<file path="src/rtl/alu_op_scheduler_if.sv">
// Requester / ALU / display-side signals of the ALU op scheduler.
// slave = scheduler side, master = environment side.
interface alu_op_scheduler_if #(
   parameter int DROP_W = 8
);
   logic              uart_valid;
   logic [7:0]        uart_byte;
   logic [1:0]        uart_b;
   logic              loc_req;
   logic [3:0]        loc_a;
   logic [1:0]        loc_b;
   logic [1:0]        loc_sel;
   logic              loc_ack;
   logic [3:0]        alu_a;
   logic [1:0]        alu_b;
   logic [1:0]        alu_sel;
   logic [3:0]        alu_y;
   logic [3:0]        alu_flags;
   logic [3:0]        result;
   logic [3:0]        flags;
   logic              result_valid;
   logic [3:0]        duty;
   logic              grant_src;
   logic              busy;
   logic [DROP_W-1:0] drop_cnt;

   modport slave (
      input  uart_valid, uart_byte, uart_b, loc_req, loc_a, loc_b, loc_sel,
             alu_y, alu_flags,
      output loc_ack, alu_a, alu_b, alu_sel, result, flags, result_valid,
             duty, grant_src, busy, drop_cnt
   );

   modport master (
      output uart_valid, uart_byte, uart_b, loc_req, loc_a, loc_b, loc_sel,
             alu_y, alu_flags,
      input  loc_ack, alu_a, alu_b, alu_sel, result, flags, result_valid,
             duty, grant_src, busy, drop_cnt
   );
endinterface

</file>
<file path="src/rtl/alu_op_scheduler.sv">
// Arbitrates the shared 4-bit ALU between UART commands and the local requester,
// sequencing drive/settle/capture. ROUND_ROBIN_EN selects round-robin tie-break.
module alu_op_scheduler #(
   parameter int EXEC_CYCLES = 1,
   parameter int HOLD_CYCLES = 1000,
   parameter int DROP_W      = 8
) (
   input  logic             clk,
   input  logic             rst,
   alu_op_scheduler_if.slave bus
);
   localparam int MAXC = (EXEC_CYCLES > HOLD_CYCLES) ? EXEC_CYCLES : HOLD_CYCLES;
   localparam int CW   = $clog2(MAXC + 1);

   typedef enum logic [1:0] {S_IDLE, S_EXEC, S_HOLD} state_t;

   state_t            state_q, state_d;
   logic [CW-1:0]     cnt_q, cnt_d;
   logic [3:0]        alu_a_q, alu_a_d;
   logic [1:0]        alu_b_q, alu_b_d;
   logic [1:0]        alu_sel_q, alu_sel_d;
   logic [3:0]        res_q, res_d;
   logic [3:0]        flg_q, flg_d;
   logic [3:0]        duty_q, duty_d;
   logic              rv_q, rv_d;
   logic              ack_q, ack_d;
   logic              src_q, src_d;
   logic [DROP_W-1:0] drop_q, drop_d;
   logic              buf_full_q, buf_full_d;
   logic              buf_inf_q, buf_inf_d;
   logic [3:0]        buf_a_q, buf_a_d;
   logic [1:0]        buf_sel_q, buf_sel_d;
`ifdef ROUND_ROBIN_EN
   logic              last_q, last_d;
`endif

   logic grant, pick_u, grant_u;
   // Command byte bits [1:0] carry nothing for us.
   logic unused_byte_bits;
   assign unused_byte_bits = ^bus.uart_byte[1:0];

   // Buffer is registered, so a strobe can never win in its own cycle.
`ifdef ROUND_ROBIN_EN
   assign pick_u = buf_full_q && (!bus.loc_req || last_q);
`else
   assign pick_u = buf_full_q;
`endif
   assign grant   = (state_q == S_IDLE) && (buf_full_q || bus.loc_req);
   assign grant_u = grant && pick_u;

   always_comb begin
      state_d    = state_q;
      cnt_d      = cnt_q;
      alu_a_d    = alu_a_q;
      alu_b_d    = alu_b_q;
      alu_sel_d  = alu_sel_q;
      res_d      = res_q;
      flg_d      = flg_q;
      duty_d     = duty_q;
      rv_d       = 1'b0;
      ack_d      = 1'b0;
      src_d      = src_q;
      drop_d     = drop_q;
      buf_full_d = buf_full_q;
      buf_inf_d  = buf_inf_q;
      buf_a_d    = buf_a_q;
      buf_sel_d  = buf_sel_q;
`ifdef ROUND_ROBIN_EN
      last_d     = last_q;
`endif
      unique case (state_q)
         S_IDLE: begin
            if (grant) begin
               alu_a_d   = pick_u ? buf_a_q   : bus.loc_a;
               alu_b_d   = pick_u ? bus.uart_b : bus.loc_b;
               alu_sel_d = pick_u ? buf_sel_q : bus.loc_sel;
               src_d     = !pick_u;
               buf_inf_d = pick_u;
`ifdef ROUND_ROBIN_EN
               last_d    = !pick_u;
`endif
               cnt_d     = CW'(EXEC_CYCLES - 1);
               state_d   = S_EXEC;
            end
         end
         S_EXEC: begin
            if (cnt_q == '0) begin
               res_d  = bus.alu_y;
               flg_d  = bus.alu_flags;
               duty_d = bus.alu_y;
               rv_d   = 1'b1;
               ack_d  = src_q;
               // The in-flight UART entry is released only once its result is taken.
               if (buf_inf_q) begin
                  buf_full_d = 1'b0;
                  buf_inf_d  = 1'b0;
               end
               cnt_d   = CW'(HOLD_CYCLES - 1);
               state_d = S_HOLD;
            end else begin
               cnt_d = cnt_q - CW'(1);
            end
         end
         S_HOLD: begin
            if (cnt_q == '0) state_d = S_IDLE;
            else             cnt_d   = cnt_q - CW'(1);
         end
         default: state_d = S_IDLE;
      endcase

      // A strobe in the grant cycle refills the slot being handed to the ALU.
      if (bus.uart_valid) begin
         if (!buf_full_q || grant_u) begin
            buf_a_d    = bus.uart_byte[7:4];
            buf_sel_d  = bus.uart_byte[3:2];
            buf_full_d = 1'b1;
            buf_inf_d  = 1'b0;
         end else if (drop_q != {DROP_W{1'b1}}) begin
            drop_d = drop_q + DROP_W'(1);
         end
      end
   end

   always_ff @(posedge clk or negedge rst) begin
      if (!rst) begin
         state_q    <= S_IDLE;
         cnt_q      <= '0;
         alu_a_q    <= '0;
         alu_b_q    <= '0;
         alu_sel_q  <= '0;
         res_q      <= '0;
         flg_q      <= '0;
         duty_q     <= '0;
         rv_q       <= 1'b0;
         ack_q      <= 1'b0;
         src_q      <= 1'b0;
         drop_q     <= '0;
         buf_full_q <= 1'b0;
         buf_inf_q  <= 1'b0;
         buf_a_q    <= '0;
         buf_sel_q  <= '0;
`ifdef ROUND_ROBIN_EN
         last_q     <= 1'b1;
`endif
      end else begin
         state_q    <= state_d;
         cnt_q      <= cnt_d;
         alu_a_q    <= alu_a_d;
         alu_b_q    <= alu_b_d;
         alu_sel_q  <= alu_sel_d;
         res_q      <= res_d;
         flg_q      <= flg_d;
         duty_q     <= duty_d;
         rv_q       <= rv_d;
         ack_q      <= ack_d;
         src_q      <= src_d;
         drop_q     <= drop_d;
         buf_full_q <= buf_full_d;
         buf_inf_q  <= buf_inf_d;
         buf_a_q    <= buf_a_d;
         buf_sel_q  <= buf_sel_d;
`ifdef ROUND_ROBIN_EN
         last_q     <= last_d;
`endif
      end
   end

   assign bus.loc_ack      = ack_q;
   assign bus.alu_a        = alu_a_q;
   assign bus.alu_b        = alu_b_q;
   assign bus.alu_sel      = alu_sel_q;
   assign bus.result       = res_q;
   assign bus.flags        = flg_q;
   assign bus.result_valid = rv_q;
   assign bus.duty         = duty_q;
   assign bus.grant_src    = src_q;
   assign bus.busy         = (state_q != S_IDLE);
   assign bus.drop_cnt     = drop_q;
endmodule

</file>
<file path="src/flat_wrapper.sv">
// flat-port wrapper written by rule: the top's interface ports become plain ports
module alu_op_scheduler_flat 
#(
   parameter int EXEC_CYCLES = 1,
   parameter int HOLD_CYCLES = 1000,
   parameter int DROP_W      = 8
)
  (clk, rst, bus_uart_valid, bus_uart_byte, bus_uart_b, bus_loc_req, bus_loc_a, bus_loc_b, bus_loc_sel, bus_alu_y, bus_alu_flags, bus_loc_ack, bus_alu_a, bus_alu_b, bus_alu_sel, bus_result, bus_flags, bus_result_valid, bus_duty, bus_grant_src, bus_busy, bus_drop_cnt);
  alu_op_scheduler_if #(.DROP_W(DROP_W)) bus_i ();
  input  logic clk;
  input  logic rst;
  input wire logic [$bits(bus_i.uart_valid)-1:0] bus_uart_valid;
  input wire logic [$bits(bus_i.uart_byte)-1:0] bus_uart_byte;
  input wire logic [$bits(bus_i.uart_b)-1:0] bus_uart_b;
  input wire logic [$bits(bus_i.loc_req)-1:0] bus_loc_req;
  input wire logic [$bits(bus_i.loc_a)-1:0] bus_loc_a;
  input wire logic [$bits(bus_i.loc_b)-1:0] bus_loc_b;
  input wire logic [$bits(bus_i.loc_sel)-1:0] bus_loc_sel;
  input wire logic [$bits(bus_i.alu_y)-1:0] bus_alu_y;
  input wire logic [$bits(bus_i.alu_flags)-1:0] bus_alu_flags;
  output wire logic [$bits(bus_i.loc_ack)-1:0] bus_loc_ack;
  output wire logic [$bits(bus_i.alu_a)-1:0] bus_alu_a;
  output wire logic [$bits(bus_i.alu_b)-1:0] bus_alu_b;
  output wire logic [$bits(bus_i.alu_sel)-1:0] bus_alu_sel;
  output wire logic [$bits(bus_i.result)-1:0] bus_result;
  output wire logic [$bits(bus_i.flags)-1:0] bus_flags;
  output wire logic [$bits(bus_i.result_valid)-1:0] bus_result_valid;
  output wire logic [$bits(bus_i.duty)-1:0] bus_duty;
  output wire logic [$bits(bus_i.grant_src)-1:0] bus_grant_src;
  output wire logic [$bits(bus_i.busy)-1:0] bus_busy;
  output wire logic [$bits(bus_i.drop_cnt)-1:0] bus_drop_cnt;
  assign bus_i.uart_valid = bus_uart_valid;
  assign bus_i.uart_byte = bus_uart_byte;
  assign bus_i.uart_b = bus_uart_b;
  assign bus_i.loc_req = bus_loc_req;
  assign bus_i.loc_a = bus_loc_a;
  assign bus_i.loc_b = bus_loc_b;
  assign bus_i.loc_sel = bus_loc_sel;
  assign bus_i.alu_y = bus_alu_y;
  assign bus_i.alu_flags = bus_alu_flags;
  assign bus_loc_ack = bus_i.loc_ack;
  assign bus_alu_a = bus_i.alu_a;
  assign bus_alu_b = bus_i.alu_b;
  assign bus_alu_sel = bus_i.alu_sel;
  assign bus_result = bus_i.result;
  assign bus_flags = bus_i.flags;
  assign bus_result_valid = bus_i.result_valid;
  assign bus_duty = bus_i.duty;
  assign bus_grant_src = bus_i.grant_src;
  assign bus_busy = bus_i.busy;
  assign bus_drop_cnt = bus_i.drop_cnt;
  alu_op_scheduler #(.EXEC_CYCLES(EXEC_CYCLES), .HOLD_CYCLES(HOLD_CYCLES), .DROP_W(DROP_W)) u_core (.clk(clk), .rst(rst), .bus(bus_i));
endmodule
</file>
<file path="config.mk">
export PLATFORM = sky130hd
export DESIGN_NAME = alu_op_scheduler_flat
export DESIGN_NICKNAME = d
export VERILOG_FILES = /design/src/rtl/alu_op_scheduler_if.sv /design/src/rtl/alu_op_scheduler.sv /design/src/flat_wrapper.sv
export SDC_FILE = /design/constraint.sdc
export NUM_CORES = 1
export LEC_CHECK = 0
export CAP_MARGIN = 30
export CORE_UTILIZATION = 48
export CTS_CLUSTER_DIAMETER = 80
export DETAILED_ROUTE_END_ITERATION = 8
export HOLD_SLACK_MARGIN = 0.06
export PLACE_DENSITY = 0.79
export SYNTH_ARGS = -nofsm -noshare
export SYNTH_HDL_FRONTEND = slang
export SYNTH_SLANG_ARGS = --single-unit
</file>
<file path="constraint.sdc">
create_clock -name clk -period 2.2 [get_ports clk]
set_input_delay 0.44 -clock clk [delete_from_list [all_inputs] [get_ports clk]]
set_output_delay 0.44 -clock clk [all_outputs]
set_load 0.005 [all_outputs]
</file>
==> results of run 1 <==
## logic make-up (layout without fill, tap and decap cells)
group	Yosys count	count (layout)	synth area share [%]
compound gates	46	46	14.2
xor+xnor	7	7	2.63
fa+ha+maj	6	6	3.22
buf+inv	24	88	4.94
flops	47	47	50.4
mux	16	16	7.30
simple gates	78	78	17.3
## worst max path at each step
stage	startpoint	to	slack (ns)
2_1_floorplan	u_core.cnt_q[0]	u_core.cnt_q[8]	0.47
6_report	u_core.state_q[0]	bus_busy	0.11
4_1_cts	u_core.state_q[0]	bus_busy	0.08
3_5_place_dp	u_core.cnt_q[0]	u_core.bus.flags[3]	0.26
3_3_place_gp	u_core.cnt_q[0]	u_core.buf_full_q	0.33
5_1_grt	u_core.cnt_q[0]	u_core.buf_full_q	0.01
## layout make-up
class / count / area [um^2]
clock buffer: 6 / 82.6
clock inverter: 2 / 38.8
fill: 342 / 1400
inverter: 12 / 45.0
multi-input combinational: 153 / 1040
sequential: 47 / 1180
tap: 52 / 65.1
timing repair buffer: 68 / 653
## critical path, delay by kind of cell, from the launching register on
family / cells / cell delay (ns)
buf+inv: 3 / 0.70
flops: 1 / 0.39
fa+ha+maj: 1 / 0.25
## placed cells by master (no fill, tap or decap), types with 2 or more instances in the layout
master / count
clkdlybuf4s50_1: 58
dfrtp_1: 47
nand2_1: 36
o21ai_0: 14
inv_1: 12
nor3_1: 9
buf_4: 9
mux2i_1: 8
nor2_1: 7
mux2_2: 7
o211ai_1: 6
nand3_1: 6
xor2_1: 6
ha_1: 6
clkbuf_8: 6
a21oi_1: 5
nand4_1: 3
o21ai_1: 3
nor3b_1: 3
or3_1: 3
and4_1: 2
a31oi_1: 2
nand2b_1: 2
a2bb2oi_1: 2
o2bb2ai_1: 2
## flip-flops by register name, indices dropped and copies added (netlist names)
| name | flops |
|---|---|
| u_core.buf_a_q | 4 |
| u_core.buf_sel_q | 2 |
| u_core.bus.alu_sel | 2 |
| u_core.bus.drop_cnt | 8 |
| u_core.bus.flags | 4 |
| u_core.state_q | 2 |
| u_core.buf_full_q | 1 |
| u_core.bus.grant_src | 1 |
| u_core.bus.alu_b | 2 |
| u_core.cnt_q | 10 |
| u_core.bus.alu_a | 4 |
| u_core.bus.result | 4 |
| u_core.bus.result_valid | 1 |
| u_core.bus.loc_ack | 1 |
| u_core.buf_inf_q | 1 |
## per-stage QoR
step           setup slack (ns)  util (%)  instances  hold slack [ns]  area, um^2
3_3_place_gp              0.327      66.2        332            0.447        2980
2_1_floorplan             0.467         -        224            0.144        2330
6_report                  0.108      68.9        340            0.220        3100
4_1_cts                  0.0811      68.9        340            0.242        3100
5_1_grt                  0.0129      68.9        340            0.286        3100
3_5_place_dp              0.259      66.2        332            0.454        2980
## per-layer routing
layer	share of wire, %	GRT usage (%)
met1	44	27.8
met2	48	36.5
met3	6.1	3.23
met4	2.3	9.59
met5	0	0
## Yosys cell counts (3+ instances only)
library cell and count:
dfrtp_1 47, nand2_1 36, o21ai_0 14, inv_1 12, nor3_1 9, mux2i_1 8, mux2_2 7, nor2_1 7
ha_1 6, nand3_1 6, o211ai_1 6, xor2_1 6, a21oi_1 5, buf_4 4, clkbuf_1 4, nand4_1 3
nor3b_1 3, o21ai_1 3, or3_1 3
## power by group through the flow
| stage | logic [W] | clock network [W] | registers (W) |
|---|---|---|---|
| floorplan | 0.000182 | 0 | 0.00108 |
| global placement | 0.000398 | 0 | 0.00109 |
| detailed placement | 0.000409 | 0 | 0.00110 |
| CTS | 0.000416 | 0.000681 | 0.00109 |
| global route | 0.000455 | 0.000709 | 0.00110 |
| finish | 0.000408 | 0.000667 | 0.00109 |
==> reports/metrics.yaml, run 1 <==
logic_synthesis:
  synth_largest_area_cell: "dfrtp_1"
  ys.flop_type: "dfrtp_1"
  synth_cell_types: 48
  synthesis.area_mm2: 0.00233
  ys_seq_area_share_pct: 50.4
  yosysWarnings: 0
  ys_top_cells_by_area: "dfrtp_1 (50%), nand2_1 (5.8%), mux2i_1 (3.4%), mux2_2 (3.4%), ha_1 (3.2%)"
  syn_nets: 260
  ys_ff_latch: 47
  synthesis.instances: 224
  synth-edff-count: 0
  yosysTopAreaCellShare_pct: 50.4
  syn_area_per_cell_um2: 10.4
  async_flop_share_pct: 100
detailed_routing:
  routedWlPerCell_um: 15.2
  remaining_drc_errors: 0
  drt-total-wl_um: 5180
  num_vias: 1928
  first_pass_iters: 4
  dr.first_iter.drc_count: 98
  ant_nets: 0
  vias_per_cell: 5.67
clock_network:
  cts_tree: "yes"
  cts_setup_buffers: 0
  cts_buffer_depth: 2
  cts_sinks: 47
  htree_levels: 2
  cts_root_buf: "clkbuf_8"
  postCtsHoldBufs: 0
  cts_resized: 0
  numCtsBuffers: 5
  clock_latency_ns: 0.30
  clk_pin_slew_ns: 0.09
worst_setup_path:
  endpoint_kind: "primary output"
  crit_arrival_ns: 1.65
  slowest_delay_ns: 0.51
  critical_path.max_fanout: 5
  reg2reg_slack_ns: 0.18
  r2r_cells: 7
  crit_path_frequent_cell: "inv_1"
  regToRegStartpoint: "u_core.cnt_q[0]"
  startpoint_type: "flip-flop"
  crit_required_ns: 1.76
  crit_path_cell_trace: "inv_1, ha_1, inv_1, clkdlybuf4s50_1"
  r2r_end: "u_core.bus.flags[3]"
  slowest_stage: "clkdlybuf4s50_1"
  crit_type: "flip-flop to primary output"
grt:
  grt_pass1_vias: 1961
  grt.total_usage_pct: 21.7
  grt-ovfl-total: 0
  antenna_found_initial: 0
  grt_max_degree: 48
  grt_pass1_wl_um: 8750
pwr:
  combPwrFrac_pct: 18.9
  p_int_w: 0.00161
  p_sw_w: 0.000548
  switching_share_pct: 25.4
  power_frac_seq_pct: 50.3
  vdd_ir_drop_max_mv: 0.323
  power_w: 0.00216
  clkPwrFrac_pct: 30.9
  leakage_nw: 1.42
  p_per_area_mw_per_mm2: 697
placed_design:
  gp_congestion: 0.866
  port_buffers: 59
  dp_hpwl_um: 3660
floorplanning:
  rows: 24
  ios: 62
  core-area_mm2: 0.00450
  dieArea_mm2: 0.00514
  die_h_um: 71.7
  start_util_pct: 51.8
  dieWidth_um: 71.7
final_layout:
  fin_nets: 323
  post_route_cells_drive_above_1_share_pct: 11.8
  antenna-diode-count: 0
  area_growth_pct: 33.0
timing:
  finalSetupViolCount: 0
  fin_crit_sh_pct: 95.1
  setup_tns_ns: 0
  grt_setup_unrepaired: "no"
  tightest_slew_ns: 0.723
  skew_ns: 0.00684
  min_period_ns: 2.09
  hold_viol_final: 0
  slew_violations: 0
  slew-limit-headroom_pct: 51.5
  fmax_mhz: 478
job:
  timing.max_cap.violations: 0
hold_path:
  hold_class: "input port to asynchronous set/reset pin"
status:
  status: "complete, no violations"
No activity file was read; power rests on OpenSTA's default activity.
==> run 2, diff against run 1 <==
Settings changed: CORE_UTILIZATION 48 to 44, PLACE_DENSITY 0.79 to 0.77, TNS_END_PERCENT set to 20.
Clock period 2.2 ns to 1.9 ns, I/O delays scaled along.
==> run 2 against run 1 <==
Final area increased by 2.3%. Global-route usage decreased by 2.6 points. Sequential share of layout area down 0.85 points. Largest cell class unchanged. Combinational power up 16%. Sequential power up 15%. Critical endpoint is now u_core.cnt_q[8]. First-iteration DRC count down 17%. Hold slack worse by 0.059 ns. Register-to-register slack got worse by 0.07 ns. Via count down 0.47%. Cell count is 6.8% higher. Count of clock-buffer cells in the layout up 1.
==> reports/metrics.yaml, run 2 (same netlist as run 1, synthesis figures left out) <==
clock_network:
  numCtsBuffers: 5  # unchanged
  htree_levels: 2  # unchanged
  postCtsHoldBufs: 0  # unchanged
  cts_sinks: 47  # unchanged
  clock_latency_ns: 0.30  # about the same
  cts_root_buf: "clkbuf_8"
  cts_tree: "yes"
  cts_buffer_depth: 2  # unchanged
  clk_pin_slew_ns: 0.08  # about the same
worst_setup_path:
  worst-path-buf-inv: 1  # -2
  crit_path_cell_trace: "inv_2, ha_4, or4b_4, o41ai_2, a31oi_1, a41o_1"
  slowest_stage: "or4b_4"
  crit_arrival_ns: 1.99  # +0.34 ns
  slowest_delay_ns: 0.50  # about the same
  critical_path.max_fanout: 5  # unchanged
  crit_required_ns: 2.09  # +0.33 ns
  crit_type: "flip-flop to flip-flop"
  startpoint_type: "flip-flop"
  crit_family: "compound AO/OA/AOI/OAI gates"
  endpoint_kind: "flip-flop"
detailed_routing:
  dr.first_iter.drc_count: 81  # -17%
  num_vias: 1919  # -0.47%
  remaining_drc_errors: 0  # unchanged
  drt-total-wl_um: 4940  # -4.6%
  ant_nets: 0  # unchanged
  vias_per_cell: 5.29  # -6.8%
  routedWlPerCell_um: 13.6  # -11%
  first_pass_iters: 4  # unchanged
floorplanning:
  ios: 62  # unchanged
  dieArea_mm2: 0.00560  # +8.8%
  rows: 26  # +8.3%
  start_util_pct: 45.7  # -6.1 points
  core-area_mm2: 0.00511  # +13%
  dieWidth_um: 74.8  # +4.3%
  die_h_um: 74.8  # +4.3%
final_layout:
  final_common_cell: "clkdlybuf4s50_1"
  fin_nets: 328  # +1.5%
  regMostFlops: "u_core.cnt_q"
  post_route_cells_drive_above_1_share_pct: 15.4  # +3.6 points
  multiInputGateArea_mm2: 0.00107  # +2.5%
  fill_cells: 435  # +27%
  largest_reg_flops: 10  # unchanged
  final_cell_mix: "clkdlybuf4s50_1 (57), dfrtp_1 (47), nand2_1 (36)"
  area_growth_pct: 36.1
  area.sequential_mm2: 0.00118  # unchanged
  antenna-diode-count: 0  # unchanged
grt:
  grt_pass1_vias: 1766  # -9.9%
  antenna_found_initial: 0  # unchanged
  grt.total_usage_pct: 19.1  # -2.6 points
  grt_pass1_wl_um: 8020  # -8.3%
  grt-ovfl-total: 0  # unchanged
  grt_max_degree: 48  # unchanged
timing:
  setup_tns_ns: 0  # unchanged
  skew_ns: 0.00153  # -0.00531 ns
  tightest_slew_ns: 0.571  # -0.152 ns
  finalSetupViolCount: 0  # unchanged
  hold_slack_ns: 0.161  # -0.0592 ns
  fmax_mhz: 558
  grt_setup_unrepaired: "yes"
  worst_slack_ns: 0.107  # -0.000333 ns
  fin_crit_sh_pct: 94.3
  slew_violations: 0  # unchanged
  hold_viol_final: 0  # unchanged
  slew-limit-headroom_pct: 61.9  # +10 points
  min_period_ns: 1.79
pwr:
  leakage_nw: 1.44  # +0.86%
  p_per_area_mw_per_mm2: 750  # +7.6%
  vdd_ir_drop_max_mv: 0.453  # +40%
status:
  status: "complete, no violations"
placed_design:
  port_buffers: 59  # unchanged
  dp_slack_ns: 0.0351  # -0.224 ns
  dp_hpwl_um: 3560  # -2.7%
  gp_congestion: 0.887  # +2.4%
job:
  timing.max_cap.violations: 0  # unchanged
hold_path:
  hold_class: "input port to asynchronous set/reset pin"
-- run 2: cell types whose count changed in the layout (fill, tap and decap cells not counted), moves of 2 or more --
| cell | before | now |
|---|---|---|
| buf_4 | 9 | 14 |
| ha_1 | 6 | 4 |
| ha_4 | 0 | 2 |
| inv_1 | 12 | 9 |
| inv_2 | 0 | 3 |
-- run 2: worst register-to-register path, cell delays in order, from the launching register on --
cell     delay (ns)
dfrtp_1        0.41
inv_2          0.09
ha_4           0.15
or4b_4         0.50
o41ai_2        0.22
a31oi_1        0.12
a41o_1         0.20
-- run 2: stage by stage --
step | utilization [%] | cell area (um^2) | std cells | total power (W)
finish | 62.1 | 3170 | 363 | 0.00238
global route | 62.1 | 3170 | 363 | 0.00253
CTS | 61.7 | 3150 | 362 | 0.00241
detailed placement | 59.1 | 3020 | 352 | 0.00175
global placement | 59.1 | 3020 | 352 | 0.00173
floorplan | - | 2330 | 224 | 0.00146
-- run 2: layout make-up --
| cell class | count | area share (%) |
|---|---|---|
| clock inverters | 1 | 0.237 |
| well taps | 70 | 2.76 |
| repair buffers | 73 | 21.8 |
| multi-input cells | 153 | 33.6 |
| flip-flops and latches | 47 | 37.1 |
| clock buffers | 7 | 3.04 |
| inverters | 12 | 1.42 |
-- run 2: repair_timing --
action,in CTS,in global routing
pin swaps,0,1
hold endpoints to repair,0,0
setup buffers,2,1
resized for setup,4,5
setup endpoints to repair,1,18
-- run 2: report_power, final --
group | switching [W] | leakage [nW] | internal (W)
clock network | 0.000328 | 0.0505 | 0.000331
registers | 0.000121 | 0.570 | 0.00113
logic | 0.000163 | 0.815 | 0.000311
total | 0.000613 | 1.44 | 0.00177
-- run 2: path summary, 6_finish.rpt --
kind                                      from                endpoint  slack, ns  cells after the start
setup / recovery               u_core.cnt_q[0]         u_core.cnt_q[8]       0.11                      6
hold / removal                             rst         u_core.cnt_q[9]       0.16                      2
setup reg to reg               u_core.cnt_q[0]         u_core.cnt_q[8]       0.11                      6
hold reg to reg            u_core.bus.flags[1]     u_core.bus.flags[1]       0.47                      2
max in group asynchronous                  rst  u_core.bus.drop_cnt[2]       1.36                      2
min in group clk           u_core.bus.flags[1]     u_core.bus.flags[1]       0.47                      2
-- run 2: metal layers --
layer / GRT usage, % / wire (um)
met5: 0 / 0
met4: 6.71 / 65
met1: 25.2 / 2230
met3: 5.35 / 301
met2: 30.3 / 2350
==> run 3, diff against run 2 <==
Settings changed: CAP_MARGIN 30 to unset.
==> results of run 3 <==
Same layout as run 2: the final DEF is identical, and so are final timing and power.
